### src/rtl/bcd_pkg.sv
`default_nettype none
// ============================================================================
// Module   : bcd_pkg
// Purpose  : Shared BCD constants and controller state encodings.
// Revision : 1.0 - initial release
// ============================================================================
package bcd_pkg;

  localparam int BCD_DIGIT_W = 4;
  localparam int BCD_MAX     = 9;
  localparam int BCD_CORR    = 6;

  // Controller states; there is no DONE state, done is a registered pulse.
  localparam int               ST_W    = 1;
  localparam logic [ST_W-1:0]  ST_IDLE = 1'b0;
  localparam logic [ST_W-1:0]  ST_ADD  = 1'b1;

endpackage
`default_nettype wire

### src/rtl/bcd_digit_add.sv
`default_nettype none
// ============================================================================
// Module   : bcd_digit_add
// Purpose  : Combinational one-digit BCD adder with decimal carry.
// Revision : 1.0 - initial release
// ============================================================================
module bcd_digit_add
  import bcd_pkg::*;
(
  input  logic [BCD_DIGIT_W-1:0] x,
  input  logic [BCD_DIGIT_W-1:0] y,
  input  logic                   ci,
  output logic [BCD_DIGIT_W-1:0] digit,
  output logic                   co
);

  // Binary sum is 5 bits wide: invalid digits can reach 15+15+1=31.
  logic [BCD_DIGIT_W:0] w_sum;

  // Binary add, then +6 correction whenever the sum exceeds a decimal digit.
  always_comb begin
    w_sum = {1'b0, x} + {1'b0, y} + {{BCD_DIGIT_W{1'b0}}, ci};
    if (w_sum > (BCD_DIGIT_W + 1)'(BCD_MAX)) begin
      // Adding 6 modulo 16 equals taking the low nibble of (sum + 6).
      digit = w_sum[BCD_DIGIT_W-1:0] + BCD_DIGIT_W'(BCD_CORR);
      co    = 1'b1;
    end else begin
      digit = w_sum[BCD_DIGIT_W-1:0];
      co    = 1'b0;
    end
  end

endmodule
`default_nettype wire

### src/rtl/bcd_serial_adder_ctrl.sv
`default_nettype none
// ============================================================================
// Module   : bcd_serial_adder_ctrl
// Purpose  : Digit-serial packed-BCD adder, LSD first, start/busy/done handshake.
// Revision : 1.0 - initial release
// ============================================================================
module bcd_serial_adder_ctrl
  import bcd_pkg::*;
#(
  parameter int DIGITS = 4
) (
  input  logic                          clk,
  input  logic                          rst,
  input  logic                          start,
  input  logic [BCD_DIGIT_W*DIGITS-1:0] a,
  input  logic [BCD_DIGIT_W*DIGITS-1:0] b,
  input  logic                          cin,
  output logic                          busy,
  output logic                          done,
  output logic [BCD_DIGIT_W*DIGITS-1:0] sum,
  output logic                          cout,
  output logic                          err
);

  localparam int                c_W     = BCD_DIGIT_W * DIGITS;
  localparam int                c_CNT_W = $clog2(DIGITS + 1);
  localparam logic [c_CNT_W-1:0] c_LAST = c_CNT_W'(DIGITS - 1);

  logic [ST_W-1:0]        r_state, w_state_next;
  logic [c_CNT_W-1:0]     r_idx;
  logic [c_W-1:0]         r_opa, r_opb;
  logic                   r_carry, r_errp;
  logic [c_W-1:0]         r_sum;
  logic                   r_cout, r_err, r_done;
  logic                   w_busy, w_last, w_in_err, w_co;
  logic [BCD_DIGIT_W-1:0] w_digit;
  logic [c_W-1:0]         w_work_next;

  // The single shared digit adder always works on the current low digit.
  bcd_digit_add u_digit_add (
    .x     (r_opa[BCD_DIGIT_W-1:0]),
    .y     (r_opb[BCD_DIGIT_W-1:0]),
    .ci    (r_carry),
    .digit (w_digit),
    .co    (w_co)
  );

  assign w_last = (r_idx == c_LAST);

  // Flag any non-decimal digit in the operands as they are captured.
  always_comb begin
    w_in_err = 1'b0;
    for (int i = 0; i < DIGITS; i++) begin
      if (a[i*BCD_DIGIT_W +: BCD_DIGIT_W] > BCD_DIGIT_W'(BCD_MAX) ||
          b[i*BCD_DIGIT_W +: BCD_DIGIT_W] > BCD_DIGIT_W'(BCD_MAX))
        w_in_err = 1'b1;
    end
  end

  // Working result: new digits enter at the top, so after DIGITS shifts
  // digit 0 has reached bits [3:0]. Only the upper digits need storage.
  generate
    if (DIGITS == 1) begin : g_work_single
      assign w_work_next = w_digit;
    end else begin : g_work_multi
      logic [c_W-BCD_DIGIT_W-1:0] r_work;

      assign w_work_next = {w_digit, r_work};

      // Clear on capture, shift one digit in per ADD cycle.
      always_ff @(posedge clk or posedge rst) begin
        if (rst)
          r_work <= '0;
        else if (r_state == ST_IDLE && start)
          r_work <= '0;
        else if (r_state == ST_ADD)
          r_work <= w_work_next[c_W-1:BCD_DIGIT_W];
      end
    end
  endgenerate

  // State register.
  always_ff @(posedge clk or posedge rst) begin
    if (rst) r_state <= ST_IDLE;
    else     r_state <= w_state_next;
  end

  // Next state: start only matters in IDLE; leave ADD after the last digit.
  always_comb begin
    w_state_next = r_state;
    case (r_state)
      ST_IDLE: if (start)  w_state_next = ST_ADD;
      ST_ADD:  if (w_last) w_state_next = ST_IDLE;
      default:             w_state_next = ST_IDLE;
    endcase
  end

  // State-decoded outputs.
  always_comb begin
    w_busy = (r_state == ST_ADD);
  end

  // Operand capture, digit sequencing and result/done registers.
  always_ff @(posedge clk or posedge rst) begin
    if (rst) begin
      r_idx   <= '0;
      r_opa   <= '0;
      r_opb   <= '0;
      r_carry <= 1'b0;
      r_errp  <= 1'b0;
      r_sum   <= '0;
      r_cout  <= 1'b0;
      r_err   <= 1'b0;
      r_done  <= 1'b0;
    end else if (r_state == ST_IDLE) begin
      r_done <= 1'b0;
      if (start) begin
        r_opa   <= a;
        r_opb   <= b;
        r_carry <= cin;
        r_idx   <= '0;
        r_errp  <= w_in_err;
      end
    end else begin
      r_opa   <= r_opa >> BCD_DIGIT_W;
      r_opb   <= r_opb >> BCD_DIGIT_W;
      r_carry <= w_co;
      r_idx   <= r_idx + c_CNT_W'(1);
      if (w_last) begin
        r_sum  <= w_work_next;
        r_cout <= w_co;
        r_err  <= r_errp;
        r_done <= 1'b1;
      end else begin
        r_done <= 1'b0;
      end
    end
  end

  assign busy = w_busy;
  assign done = r_done;
  assign sum  = r_sum;
  assign cout = r_cout;
  assign err  = r_err;

endmodule
`default_nettype wire

### config.mk
export PLATFORM = sky130hd
export DESIGN_NAME = bcd_serial_adder_ctrl
export DESIGN_NICKNAME = d
export VERILOG_FILES = /design/src/rtl/bcd_pkg.sv /design/src/rtl/bcd_digit_add.sv /design/src/rtl/bcd_serial_adder_ctrl.sv
export SDC_FILE = /design/constraint.sdc
export NUM_CORES = 1
export LEC_CHECK = 0
export ABC_AREA = 1
export CAP_MARGIN = 20
export CELL_PAD_IN_SITES_DETAIL_PLACEMENT = 2
export CELL_PAD_IN_SITES_GLOBAL_PLACEMENT = 2
export CORE_ASPECT_RATIO = 1.5
export CORE_UTILIZATION = 32
export DETAILED_ROUTE_END_ITERATION = 8
export PLACE_DENSITY_LB_ADDON = 0.1
export SYNTH_ARGS = -nofsm -noshare
export SYNTH_HDL_FRONTEND = slang
export SYNTH_SLANG_ARGS = --single-unit
### constraint.sdc
create_clock -name clk -period 3.15 [get_ports clk]
set_input_delay 0.63 -clock clk [delete_from_list [all_inputs] [get_ports clk]]
set_output_delay 0.63 -clock clk [all_outputs]
set_load 0.005 [all_outputs]
==> metrics.md, run 1 <==
| Metric | Value |
|---|---|
| Synth Cell Area | 3120 um2 |
| Critical path arrival | 2780 ps |
| # diodes | 0 |
| Routed len/inst | 16.9 um |
| GRT overflow | 0 |
| CTS-repair resized insts | 0 |
| Routed WL | 8610 um |
| CTS Buf Count | 9 |
| Overall power | 4.34 mW |
| Vias/cell | 5.02 |
| PwrDens | 1050 nW/um2 |
| Hold Path Depth | 2 |
| Synth Area in Adders | 3.69% |
| Area contributors post-synth | dfrtp_1 (55%), nand2_1 (11%), inv_1 (4.8%) |
| Residual DRC | 0 |
| Filler cells | 1,023 |
| Post-route cell area | 4110 um2 |
| Syn_nets | 379 |
| Die area | 10,100 um2 |
| DRT iter0 DRCs | 36 |
| Ys flop type | dfrtp_1 |
| Largest net degree at the start of global routing | 41 |
| Reg2reg end | g_work_multi.r_work[10] |
| Register area share after synthesis | 55.4% |
| Boundary Pins | 56 |
| Min-Delay Path Class | flop to flop |
| Crit path capture type | flop |
| Sw frac | 37.6% |
| CTS Buffer Depth | 2 |
| Largest family of logic cells by synthesized area | simple AND/OR/NAND/NOR gates |
| R2R Setup Slk | 590 ps |
| Synth Instances | 335 |
| Final Max Tran Viols | 0 |
| Post-DP Area | 3800 um2 |
| Detail Placement HPWL | 6160 um |
| Overall routing resource usage | 19.6% |
| Via count | 2,557 |
| IO Port Bufs | 55 |
| First-pass DRT Iterations | 4 |
| Site row count | 43 |
| Detail Route Antenna Nets | 0 |
| Share of Yosys cell area claimed by the top area cell type | 55.4% |
| CP Class | flop to flop |
| Worst Path Required | 3370 ps |
| Worst Hold End | g_work_multi.r_work[11] |
| P_sw | 1.63 mW |
| Async set-reset flop share out of synthesis | 100% |
| Area grow syn2layout | 32.0% |
| Final setup viols | 0 |
| Simple-Gate Fraction of Synth Area | 20.7% |
| Fin Setup TNS | 0 ps |
| Layout Skew | 7.90 ps |
| Die X | 82.6 um |
| Max Clock Freq | 0.391 GHz |
| Flop and latch count out of synthesis | 69 |
| Unique masters post-synth | 28 |
| Reg2reg start | r_opa[0] |
| Maximum fanout along the worst path | 4 |
| Rel. slew slack | 54.0% |
| Final min period | 2560 ps |
| Startpoint Class | flop |
| EDFF count, synth | 0 |
| CP startpoint | r_opa[0] |
| Syn Area/Cell | 9.30 um2 |
| RSZ-0062 raised after global routing | false |
| XOR/XNOR share of the synthesized area | 0% |
| First-pass GRT wire length | 14,300 um |
| Clock power frac | 24.9% |
| H-Tree Depth | 3 |
| Max-capacitance violation count | 0 |
| P_int | 2.70 mW |
| Number of buffers added for setup after CTS | 0 |
| Routability cong. | 0.748 |
| Core area | 9360 um2 |
| YS warnings | 0 |
| Mux cell area share after synthesis | 0% |
| Die height | 123 um |
| Hold WS | 487 ps |
| VDD IR max | 360 uV |
| Pleak | 1.91 nW |
| Most frequent cells after synthesis | nand2_1 (95), dfrtp_1 (69), inv_1 (40), o21ai_1 (19), nand3_1 (18) |
| Vias in the first global route | 2,872 |
| Worst setup margin | 590 ps |
| Net count, final | 437 |
| Logic gate share of total power | 42.2% |
| Status | finished, final reports clean |
| Post-route clock period utilization | 81.3% |
| Compound-Gate Fraction of Synth Area | 13.0% |
| Clock Latency Late Sink | 340 ps |
| Clk root buf | clkbuf_16 |
| Initial antenna violation count | 0 |
| CTS tree | built |
| Pin slew with the least headroom to its limit | 690 ps |
| Top cell type by total area after synthesis | dfrtp_1 |
| Layout cells sized above 1 | 11.1% |
| Worst hold path startpoint | g_work_multi.r_work[11] |
| Initial core utilization | 33.3% |
| Sequential Power Share | 32.9% |
| Final hold vios | 0 |
| CTS Hold Bufs | 0 |
| R2R cell count | 12 |
| Dominant cell by count in the synthesized netlist | nand2_1 |
| Dpl ws | 586 ps |
| Clock sinks | 69 |
| Reg clk slew, reported paths | 60 ps |
## through the flow
stage | util, % | std cells
floorplan | - | 335
global placement | 40.6 | 494
detailed placement | 40.6 | 494
CTS | 43.9 | 509
global route | 43.9 | 509
finish | 43.9 | 509
## logic make-up (layout without fill, tap and decap cells)
| logic type | Yosys count | after routing |
|---|---|---|
| simple gates | 136 | 136 |
| fa+ha+maj | 8 | 8 |
| buf+inv | 57 | 119 |
| compound gates | 65 | 65 |
| flops | 69 | 69 |
## how the worst max path moves through the flow
| stage | to | cells past startpoint |
|---|---|---|
| 6_report | g_work_multi.r_work[10] | 12 |
| 5_1_grt | sum[14] | 12 |
| 4_1_cts | sum[13] | 12 |
| 3_5_place_dp | sum[13] | 12 |
| 3_3_place_gp | g_work_multi.r_work[9] | 12 |
| 2_1_floorplan | busy | 1 |
## layer usage
metal	vias to the layer above	routed length, um	global-route usage [%]
met1	1283	3410	20.8
met4	0	177	7.97
met5	-	0	0
li1	1212	-	-
met2	50	4800	36.3
met3	12	227	4.54
## cell usage in the layout, fill, tap and decap left out, drive strengths merged, types with 2 or more instances in the layout
master         netlist  final
ha                   6      6
o211ai              10     10
a22oi                7      7
fa                   2      2
a21oi                5      5
clkdlybuf4s50        0     55
nand2              101    101
dfrtp               69     69
o221ai               4      4
nor2                 4      4
buf                  7      5
inv                 44     44
o21ai               28     28
bufinv               0      2
clkbuf               6     11
o22ai               10     10
nand3               28     28
## power groups by stage
stage          Sequential (mW)  Clock, mW  Combinational [mW]
2_1_floorplan             1.39          0                1.24
3_3_place_gp              1.42          0                1.79
5_1_grt                   1.47       1.14                2.05
4_1_cts                   1.43       1.11                1.88
6_report                  1.42       1.08                1.83
3_5_place_dp              1.44          0                1.85
## layout make-up
| cell class | count | area [um2] | area share (%) |
|---|---|---|---|
| Clock inverter | 4 | 72.6 | 1.76 |
| Sequential cell | 69 | 1730 | 42.0 |
| Clock buffer | 11 | 243 | 5.90 |
| Inverter | 44 | 165 | 4.01 |
| Tap cell | 112 | 140 | 3.41 |
| Timing Repair Buffer | 60 | 601 | 14.6 |
| Multi-Input combinational cell | 209 | 1170 | 28.3 |
## registers in the layout, summed over array words and instances, names as in the netlist, 3 cells and up
signal	flops
r_opb	16
r_opa	16
g_work_multi.r_work	12
r_idx	3
sum	16
## worst max-delay path: stages, from the launching register on
cell	delay, ps
dfrtp_1	400
fa_1	480
fa_1	440
inv_1	80
nand2_1	70
and2_4	160
ha_1	220
inv_1	130
nand3_1	110
nand2_2	130
nand3_2	100
nand3_1	80
nand2_1	50
Power figures use the tool's default switching activity.
==> run 2, diff against run 1 <==
- CORE_UTILIZATION: 32 -> 29
- clock period: 3.15 -> 2.2 ns (I/O delays scaled with it)
==> metrics.md, run 2 (synthesis gave the netlist of run 1 again) <==
| Metric | Value |
|---|---|
| Max-capacitance violation count | 0 (unchanged) |
| Routed WL | 9190 um (was 8610 um) |
| Detail Placement HPWL | 6560 um (was 6160 um) |
| Detail Route Antenna Nets | 0 (unchanged) |
| Die area | 11,200 um2 (was 10,100 um2) |
| DRT iter0 DRCs | 72 (was 36) |
| Largest net degree at the start of global routing | 33 (was 41) |
| Most frequent cells in the layout | nand2_1 (94), dfrtp_1 (69), clkdlybuf4s50_1 (55) (was nand2_1 (95), dfrtp_1 (69), clkdlybuf4s50_1 (55)) |
| Max Clock Freq | 0.449 GHz (was 0.391 GHz) |
| Reg clk slew, reported paths | 60 ps (about the same) |
| CP Capture Point | sum[13] (was g_work_multi.r_work[10]) |
| Rel. slew slack | 70.2% (was 54.0%) |
| Pin slew with the least headroom to its limit | 446 ps (was 690 ps) |
| Dpl ws | -145 ps (was 586 ps) |
| Min-Delay Path Class | input pin to async pin (was flop to flop) |
| Startpoint Class | flop (unchanged) |
| Clk root buf | clkbuf_16 (unchanged) |
| CTS Buffer Depth | 2 (unchanged) |
| Final min period | 2230 ps (was 2560 ps) |
| CP Cell Sequence | fa_2, fa_2, inv_2, nand2_2, and2_4, ha_4, inv_2, buf_4, nand3_4, nand3_2, nand3_2, nand2_1 (was fa_1, fa_1, inv_1, nand2_1, and2_4, ha_1, inv_1, nand3_1, nand2_2, nand3_2, nand3_1, nand2_1) |
| Layout Skew | 6.90 ps (was 7.90 ps) |
| Clock sinks | 69 (unchanged) |
| Boundary Pins | 56 (unchanged) |
| H-Tree Depth | 3 (unchanged) |
| Area grow syn2layout | 40.8% (was 32.0%) |
| Post-route clock period utilization | 101% (was 81.3%) |
| PwrDens | 1600 nW/um2 (was 1050 nW/um2) |
| Final Max Tran Viols | 0 (unchanged) |
| Worst Path Required | 2460 ps (was 3370 ps) |
| Core area | 10,500 um2 (was 9360 um2) |
| Failing checks | negative setup slack |
| Vias in the first global route | 2,961 (was 2,872) |
| CTS Hold Bufs | 0 (unchanged) |
| Final hold vios | 0 (unchanged) |
| Residual DRC | 0 (unchanged) |
| First-pass GRT wire length | 15,000 um (was 14,300 um) |
| R2R cell count | 12 (unchanged) |
| Final setup viols | 4 (was 0) |
| CP Class | flop to flop (unchanged) |
| CP peak stage delay | 410 ps (was 480 ps) |
| Vias/cell | 4.68 (was 5.02) |
| Crit path capture type | flop (unchanged) |
| CTS tree | built (unchanged) |
| First-pass DRT Iterations | 4 (unchanged) |
| Initial antenna violation count | 0 (unchanged) |
| Layout Utilization | 41.7% (was 43.9%) |
| Reg2reg end | sum[13] (was g_work_multi.r_work[10]) |
| Worst setup margin | -26.2 ps (was 590 ps) |
| Routability cong. | 0.760 (was 0.748) |
| VDD IR max | 494 uV (was 360 uV) |
| Status | finished with violations (was finished, final reports clean) |
| Clock Latency Late Sink | 330 ps (was 340 ps) |
| Die X | 86.6 um (was 82.6 um) |
| RSZ-0062 raised after global routing | true (was false) |
| Routed len/inst | 16.4 um (was 16.9 um) |
| CTS Buf Count | 9 (unchanged) |
| IO Port Bufs | 55 (unchanged) |
| Net count, final | 456 (was 437) |
| Layout cells sized above 1 | 18.9% (was 11.1%) |
| Site row count | 46 (was 43) |
| Hold WS | 458 ps (was 487 ps) |
| Slowest cell on crit path | fa_2 (was fa_1) |
| GRT overflow | 0 (unchanged) |
| Initial core utilization | 29.6% (was 33.3%) |
| Filler cells | 1,170 (was 1,023) |
| Overall routing resource usage | 18.0% (was 19.6%) |
| Most common cell after layout, fill and taps aside | nand2_1 (unchanged) |
| Reg2reg start | r_opa[0] (unchanged) |
| CP startpoint | r_opa[0] (unchanged) |
| # diodes | 0 (unchanged) |
| Via count | 2,628 (was 2,557) |
| R2R Setup Slk | -30 ps (was 590 ps) |
| Pleak | 2.01 nW (was 1.91 nW) |
| Maximum fanout along the worst path | 3 (was 4) |
| Critical path arrival | 2490 ps (was 2780 ps) |
| Die height | 129 um (was 123 um) |
-- run 2: routing by layer --
layer | track usage, % | share of wire, %
met5 | 0 | 0
met1 | 20.4 | 40
met4 | 5.59 | 1.4
met3 | 3.27 | 2.4
met2 | 33.7 | 56
-- run 2: how the worst min path moves through the flow --
stage | start | end | slack [ps] | cells past startpoint
2_1_floorplan | r_errp | err | 440 | 2
3_3_place_gp | err | err | 470 | 2
3_5_place_dp | err | err | 470 | 2
4_1_cts | rst | done | 470 | 2
5_1_grt | rst | done | 490 | 2
6_report | rst | done | 460 | 2
-- run 2: report_power, final --
| group | leakage [nW] | switching [mW] | internal (mW) | total [mW] |
|---|---|---|---|---|
| Clock | 0.135 | 0.576 | 0.799 | 1.37 |
| Combinational | 0.973 | 1.93 | 1.70 | 3.62 |
| Sequential | 0.903 | 0.273 | 1.75 | 2.03 |
| Total | 2.01 | 2.77 | 4.25 | 7.02 |
-- run 2: stage by stage --
stage	instances	TNS, ps	instance area (um2)	power (mW)
2_1_floorplan	335	0	3120	3.78
3_3_place_gp	538	-250	3960	4.92
3_5_place_dp	538	-833	3960	5.05
4_1_cts	555	-329	4290	6.68
5_1_grt	561	-536	4390	7.53
6_report	561	-46.7	4390	7.02
-- run 2: cell type report --
cell class	instances	area [um2]	share of cell area [%]
multi-input cells	209	1260	28.6
flip-flops and latches	69	1730	39.3
inverters	44	165	3.76
clock buffers	10	239	5.44
clock inverters	6	46.3	1.05
well taps	144	180	4.10
repair buffers	79	776	17.7
-- run 2: critical path, delay by kind of cell (launching register included) --
family,cells,cell delay [ps]
adder cells (fa/ha/maj),3,950
flip-flops,1,400
AND/OR/NAND/NOR,6,540
buffers and inverters,3,260
-- run 2: timing repair --
| item | in CTS | in global routing |
|---|---|---|
| pin swaps | 8 | 13 |
| endpoints found under the setup margin | 8 | 8 |
| gates resized for setup | 10 | 9 |
| buffers inserted | 1 | 6 |
